<file path="src/rtl/pg_seq_sum.sv">
// Sequential carry resolver: consumes registered P/G vectors and resolves the carry
// chain CHUNK bits per clock, returning sum, carry-out and signed overflow.
module pg_seq_sum #(
    parameter int N     = 8,
    parameter int CHUNK = 2
) (
    input  logic                          clk,
    input  logic                          rst_n,
    input  logic                          in_valid,
    output logic                          in_ready,
    input  logic [N-1:0]                  P,
    input  logic [N-1:0]                  G,
    input  logic                          cin,
    output logic                          out_valid,
    input  logic                          out_ready,
    output logic [N-1:0]                  S,
    output logic                          cout,
    output logic                          ovf,
    output logic [$clog2(N/CHUNK):0]      busy_cycles
);
    localparam int NCH = N / CHUNK;
    localparam int IW  = (NCH > 1) ? $clog2(NCH) : 1;
    localparam int BW  = $clog2(NCH) + 1;

    if (CHUNK < 1 || (N % CHUNK) != 0) begin : g_bad_chunk
        $error("pg_seq_sum: N must be an integer multiple of CHUNK");
    end

    typedef enum logic [1:0] {IDLE, BUSY, DONE} state_t;

    state_t          state_q;
    logic [N-1:0]    p_q, g_q, s_q;
    logic            carry_q, cout_q, ovf_q;
    logic [IW-1:0]   idx_q;
    logic [BW-1:0]   busy_q;

    logic [CHUNK-1:0] sum_d;
    logic             carry_d;
    logic             c_top_d;
    int               base;

    // Ripple only across the current chunk; c_top_d ends up as the carry into the
    // chunk's top bit, which on the last chunk is the carry into bit N-1.
    always_comb begin
        base    = int'(idx_q) * CHUNK;
        carry_d = carry_q;
        c_top_d = carry_q;
        sum_d   = '0;
        for (int i = 0; i < CHUNK; i++) begin
            c_top_d  = carry_d;
            sum_d[i] = p_q[base + i] ^ carry_d;
            carry_d  = g_q[base + i] | (p_q[base + i] & carry_d);
        end
    end

    always_ff @(posedge clk or negedge rst_n) begin
        if (!rst_n) begin
            state_q <= IDLE;
            p_q     <= '0;
            g_q     <= '0;
            s_q     <= '0;
            carry_q <= 1'b0;
            cout_q  <= 1'b0;
            ovf_q   <= 1'b0;
            idx_q   <= '0;
            busy_q  <= '0;
        end else begin
            case (state_q)
                IDLE: if (in_valid) begin
                    p_q     <= P;
                    g_q     <= G;
                    carry_q <= cin;
                    idx_q   <= '0;
                    state_q <= BUSY;
                end
                BUSY: begin
                    s_q[base +: CHUNK] <= sum_d;
                    carry_q            <= carry_d;
                    idx_q              <= idx_q + 1'b1;
                    if (idx_q == IW'(NCH - 1)) begin
                        cout_q  <= carry_d;
                        ovf_q   <= carry_d ^ c_top_d;
                        busy_q  <= BW'(NCH);
                        state_q <= DONE;
                    end
                end
                DONE: if (out_ready) state_q <= IDLE;
                default: state_q <= IDLE;
            endcase
        end
    end

    assign in_ready    = (state_q == IDLE);
    assign out_valid   = (state_q == DONE);
    assign S           = s_q;
    assign cout        = cout_q;
    assign ovf         = ovf_q;
    assign busy_cycles = busy_q;
endmodule

</file>
<file path="config.mk">
export PLATFORM = sky130hd
export DESIGN_NAME = pg_seq_sum
export DESIGN_NICKNAME = d
export VERILOG_FILES = /design/src/rtl/pg_seq_sum.sv
export SDC_FILE = /design/constraint.sdc
export NUM_CORES = 1
export LEC_CHECK = 0
export CORE_AREA = 3 3 67 69
export DETAILED_ROUTE_END_ITERATION = 10
export DIE_AREA = 0 0 70 72
export DONT_BUFFER_PORTS = 1
export PLACE_DENSITY = 0.53
export SLEW_MARGIN = 0
export SYNTH_ARGS = -nofsm -noshare
export SYNTH_HDL_FRONTEND = slang
export SYNTH_SLANG_ARGS = --single-unit
</file>
<file path="constraint.sdc">
create_clock -name clk -period 2.88 [get_ports clk]
set_input_delay 0.576 -clock clk [delete_from_list [all_inputs] [get_ports clk]]
set_output_delay 0.576 -clock clk [all_outputs]
set_load 0.01 [all_outputs]
</file>
Word level (Yosys, flattened, before mapping)
Cells that the tools add are included.
{ "totals": {"regBits": 32, "inputBits": 21, "output_inout_bits": 15, "wordCells": 54} }
{ "op_classes": {"n_addsub": 3, "magnitude_cmp": 2, "n_eq_ne": 6, "shift": 2, "mux": 19, "n_bitwise": 7, "n_reduce_logical": 6} }
{ "op_table": {"columns": ["operator", "count"], "rows": [
  ["$neg A3 Y33", 1],
  ["$shift A2 B33 Y8 const A", 1],
  ["$shiftx A2 B33 Y8", 1],
  ["$bwmux W8", 1],
  ["$mux W2", 4],
  ["$mux W1", 7],
  ["$bmux W1 S3", 2],
  ["$pmux W2 S3", 1],
  ["$reduce_and A2 Y1", 3],
  ["$add A3 B1 Y4 const B", 1],
  ["$bmux W1 S2", 2],
  ["$eq A2 B2 Y1 const B", 2],
  ["$lt A3 B4 Y1 const B", 1],
  ["$lt A4 B4 Y1 const B", 1],
  ["$ne A2 B2 Y1 const B", 2],
  ["$pmux W2 S2", 1],
  ["$reduce_and A3 Y1", 1],
  ["$xor A1 B1 Y1", 3],
  ["$add A2 B1 Y2 const B", 1],
  ["$and A1 B1 Y1", 2],
  ["$eq A2 B1 Y1 const B", 1],
  ["$logic_not A2 Y1", 1],
  ["$ne A2 B1 Y1 const B", 1],
  ["$or A1 B1 Y1", 2],
  ["other kinds (2)", 2]
]} }

Depth between registers and ports, before layout
{ "depth": {"word_depth": 7, "ltp_mapped": 10} }

Worst setup path before layout
Ideal clock, no wire load.
{ "synth_timing": {"path_type": "register -> register", "startpoint": "register idx_q[0]", "endpoint": "register carry_q", "arrival_time_ns": 2.296, "required_time_ns": 2.754, "path_slack_ns": 0.458, "stages_incl_launch_ff": 10, "synth_period_minus_slack_ns": 2.422, "path_cell_list": "dfrtp_1 > buf_2 > mux4_1 > ha_1 > nor2b_1 > a22oi_2 > ha_1 > nor2b_1 > a22oi_2 > a221o_1"} }
{ "synth_between": {"elab_chain_len": 7} }
{ "synth_lines": {"columns": ["element", "line_no", "rtl"], "rows": [
  ["start: declaration", "34", "logic [IW-1:0] idx_q;"],
  ["start signal: assignment", "79", "idx_q <= idx_q + 1'b1;"],
  ["$add A3 B1 Y4 / $bmux W1 S2 (equally long branches)", "52", "carry_d = g_q[base + i] | (p_q[base + i] & carry_d);"],
  ["$bmux W1 S3 / $mux W1 (equally long branches)", "52", null],
  ["$mux W1 (not written as such) / $and A1 B1 Y1 (equally long branches)", "52", null],
  ["$mux W1 (not written as such) / $or A1 B1 Y1 (equally long branches)", "52", null],
  ["$and A1 B1 Y1", "52", null],
  ["$or A1 B1 Y1 (*)", "52", null],
  ["$pmux W1 S2 (*)", "68", "case (state_q)"],
  ["end signal: assignment", "72", "carry_q <= cin;"],
  ["end signal: assignment", "78", "carry_q <= carry_d;"],
  ["end: declaration", "33", "logic carry_q, cout_q, ovf_q;"]
]} }
Every way passes the cells marked *; elsewhere a longest branch is shown, timed or not. The select of a mux whose other input is x is not followed.
A chain may end at the register's enable or synchronous reset.

Worst setup path after layout
{ "layout_timing": {"startpoint": "register idx_q[1]", "endpoint": "register s_q[7], in the netlist S[7]"} }
{ "layout_between": {"elab_chain_len": 7} }
{ "layout_lines": {"columns": ["element", "line_no", "rtl"], "rows": [
  ["$add A3 B1 Y4 / $bmux W1 S2 (equally long branches)", "51, 52", null],
  ["$bmux W1 S3 / $mux W1 (equally long branches)", "51, 52", null],
  ["$mux W1 (not written as such) / $and A1 B1 Y1 (equally long branches)", "51, 52", null],
  ["$mux W1 (not written as such) / $or A1 B1 Y1 (equally long branches)", "51, 52", null],
  ["$xor A1 B1 Y1", "51", "sum_d[i] = p_q[base + i] ^ carry_d;"],
  ["$shiftx A2 B33 Y8", "77", "s_q[base +: CHUNK] <= sum_d;"],
  ["$bwmux W8 (*)", "77", null],
  ["end signal: indexed assignment", "77", null],
  ["end: declaration", "32", "logic [N-1:0] p_q, g_q, s_q;"]
]} }
Marks and branches as above.

==> flow_summary.toml <==
[grt]
grt_pass1_vias = 1091
overflow = 0
antenna_found_initial = 0
grt_max_degree = 33
grt_use_total_pct = 13.7
grt_pass1_wl_um = 5310

[detailed_routing]
vias = 1033
dr.pass1.iters = 3
drt_iter0_markers = 54
routedWlPerCell_um = 14.4
vias_per_cell = 4.94
drc = 0
ant_nets = 0
wl_um = 3010

[worst_setup_path]
endpoint_kind = "flip-flop"
r2r_end = "S[7]$_DFFE_PN0P_"
path_common_cell = "ha_1"
worstPathRequired_ns = 3.05
cp-start-kind = "flip-flop"
path_class = "reg2reg"
cp_slowest_cell = "dfrtp_1"
cp_max_fo = 10
rrSetupSlack_ns = 0.60
critPathMaxStageDelay_ns = 0.59
path_buf_inv = 0
reg2regPathDepth = 7
path_delay_family = "flip-flops"
crit_arrival_ns = 2.45
reg2reg_from = "idx_q[1]$_DFFE_PN0P_"
worstPathCellList = "mux4_1 -> ha_1 -> nor2b_1 -> a22oi_2 -> ha_1 -> nand2b_1 -> o31ai_1"

[synthesis]
synth_ff_type = "dfrtp_1"
synth_area_leader_cell = "dfrtp_1"
synthTopCellsByCount = "nand2_1, dfrtp_1, ha_1"
ys_types = 27
netlist_instances = 156
syn_area_mm2 = 0.00157
synth_edf_count = 0
yosysWarningCount = 0
synth_top_area_share_pct = 51.1
synth_most_common_cell = "nand2_1"
yosysSeqAreaShare_pct = 51.1
yosys_register_bits = 32
async_flop_share_pct = 100
synth.avg_cell_area_um2 = 10.0
synth_area_leaders = "dfrtp_1, nand2_1, ha_1"

[sta]
period_needed_ns = 2.28
min_period_over_period_pct = 79.2
worst_slack_ns = 0.600
fin_tns_setup_ns = 0
slew_headroom_pct = 58.2
setup_viol = 0
rsz0062_at_grt = "false"
hold_viol_final = 0
slew_viol_final = 0
worst_pin_slew_ns = 0.628
clock_skew_ns = 0.00723
max_freq_mhz = 439

[floorplan]
die_area_mm2 = 0.00504
fp-row-count = 23
initial_utilization_pct = 39.4
ios = 36
dieHeight_um = 72
dieWidth_um = 70
fp.coreArea_mm2 = 0.00397

[power_and_ir_drop]
p_seq_share_pct = 39.4
leakagePower_nw = 0.834
ir_drop_mv = 0.367
clkPwrFrac_pct = 17.6
p_per_area_mw_per_mm2 = 1190
p_int_mw = 1.20
netSwitchingPower_mw = 0.827
p_sw_share_pct = 40.9
p_comb_share_pct = 42.9

[placed_design]
portBuffers = 0
gp_congestion = 0.723
post-place-ws_ns = 0.575
dp_hpwl_um = 2180

[clock_tree]
htree_num_levels = 2
cts_buffers = 5
clk_pin_slew_worst_paths_ns = 0.07
clkLatencyLatePin_ns = 0.29
root_buffer = "clkbuf_8"
clock-sinks = 32
clk_path_buf_depth = 2
cts_resized = 0
cts_tree = "built"

[min_path]
hold_path.class = "in2async"

[run]
max-cap-violations = 0

[status]
status = "finished clean"

[finish]
area_delta_synth_final_pct = 8.15
drive_gt1_share_pct = 9.43
nFillCells = 403
fin_nets = 187
num_antenna_cells = 0
[through the flow]
stage	util [%]	instances	hold slack [ns]	instance area, um2	power [mW]
6_report	42.7	209	0.101	1690	2.02
5_1_grt	42.7	209	0.106	1690	2.23
4_1_cts	42.7	209	0.104	1690	2.06
3_5_place_dp	39.9	200	0.281	1580	1.68
3_3_place_gp	39.9	200	0.281	1580	1.66
2_1_floorplan	-	157	0.280	1570	1.51
[cells by family (layout without fill, tap and decap cells)]
logic type,Yosys count,in the layout,share of synthesized area (%)
simple gates,80,80,22.8
flops,32,32,51.1
compound gates,16,16,7.99
buf+inv,11,13,4.31
fa+ha+maj,8,8,6.39
mux,7,7,6.63
other cells,1,2,0.239
xor+xnor,1,1,0.559
[power by group through the flow]
stage                     Sequential, mW  Clock [mW]  Combinational, mW
after detailed placement           0.809           0              0.869
after global routing               0.827       0.394               1.00
after global placement             0.804           0              0.852
after floorplan                    0.758           0              0.750
after CTS                          0.802       0.370              0.887
final                              0.798       0.357              0.869
[worst max path at each step]
stage | startpoint | end | slack, ns | cells after the start
2_1_floorplan | idx_q[0]$_DFFE_PN0P_ | carry_q$_DFFE_PN0P_ | 0.46 | 9
4_1_cts | idx_q[1]$_DFFE_PN0P_ | S[7]$_DFFE_PN0P_ | 0.55 | 7
6_report | idx_q[1]$_DFFE_PN0P_ | S[7]$_DFFE_PN0P_ | 0.60 | 7
3_3_place_gp | idx_q[1]$_DFFE_PN0P_ | carry_q$_DFFE_PN0P_ | 0.69 | 8
5_1_grt | idx_q[1]$_DFFE_PN0P_ | carry_q$_DFFE_PN0P_ | 0.45 | 8
3_5_place_dp | idx_q[1]$_DFFE_PN0P_ | S[7]$_DFFE_PN0P_ | 0.57 | 7
[timing repair]
action | 4_1_cts | 5_1_grt
buffers inserted | 0 | 0
endpoints found under the hold margin | 32 | 0
hold buffers | 1 | 0
[per-layer routing]
layer / up-vias / track usage [%] / share of wire [%]
met1: 490 / 17.4 / 48
met5: - / 0 / 0
met2: 29 / 20.3 / 44
li1: 510 / - / -
met3: 4 / 6.65 / 7.5
met4: 0 / 5.11 / 0.90
[final cells by class]
cell class / instances / area (um2) / share of cell area [%]
inverters: 3 / 11.3 / 0.665
well taps: 50 / 62.6 / 3.69
repair buffers: 2 / 27.5 / 1.62
flip-flops and latches: 32 / 801 / 47.3
multi-input cells: 114 / 702 / 41.4
clock buffers: 8 / 90.1 / 5.32
[cell usage in the layout (no fill, tap or decap)]
master / n
nand2_1: 62
dfrtp_1: 32
ha_1: 8
o31ai_1: 7
nand2b_1: 6
clkbuf_8: 6
mux2i_1: 4
inv_1: 3
nor2b_1: 3
o21ai_0: 3
mux4_1: 2
nor2_1: 2
a22oi_2: 2
nand2_2: 2
a22o_1: 2
conb_1: 2
clkbuf_1: 2
nor2_2: 1
nor4b_4: 1
nand3_1: 1
and2_1: 1
and3_1: 1
a221o_1: 1
mux2_2: 1
xnor2_1: 1
o21ai_1: 1
buf_12: 1
buf_4: 1
[worst reg2reg max path, delay by kind of cell, from the launching register on]
kind	cells	cell delay, ns
mux	1	0.36
fa+ha+maj	2	0.53
compound gates	2	0.42
flops	1	0.59
simple gates	2	0.25
[registers in the layout, summed over array words and instances (netlist names)]
| signal | count |
|---|---|
| S | 8 |
| busy_cycles | 1 |
| carry_q | 1 |
| p_q | 8 |
| state_q | 2 |
| cout | 1 |
| ovf | 1 |
| g_q | 8 |
| idx_q | 2 |
(Power assumes the default switching activity.)
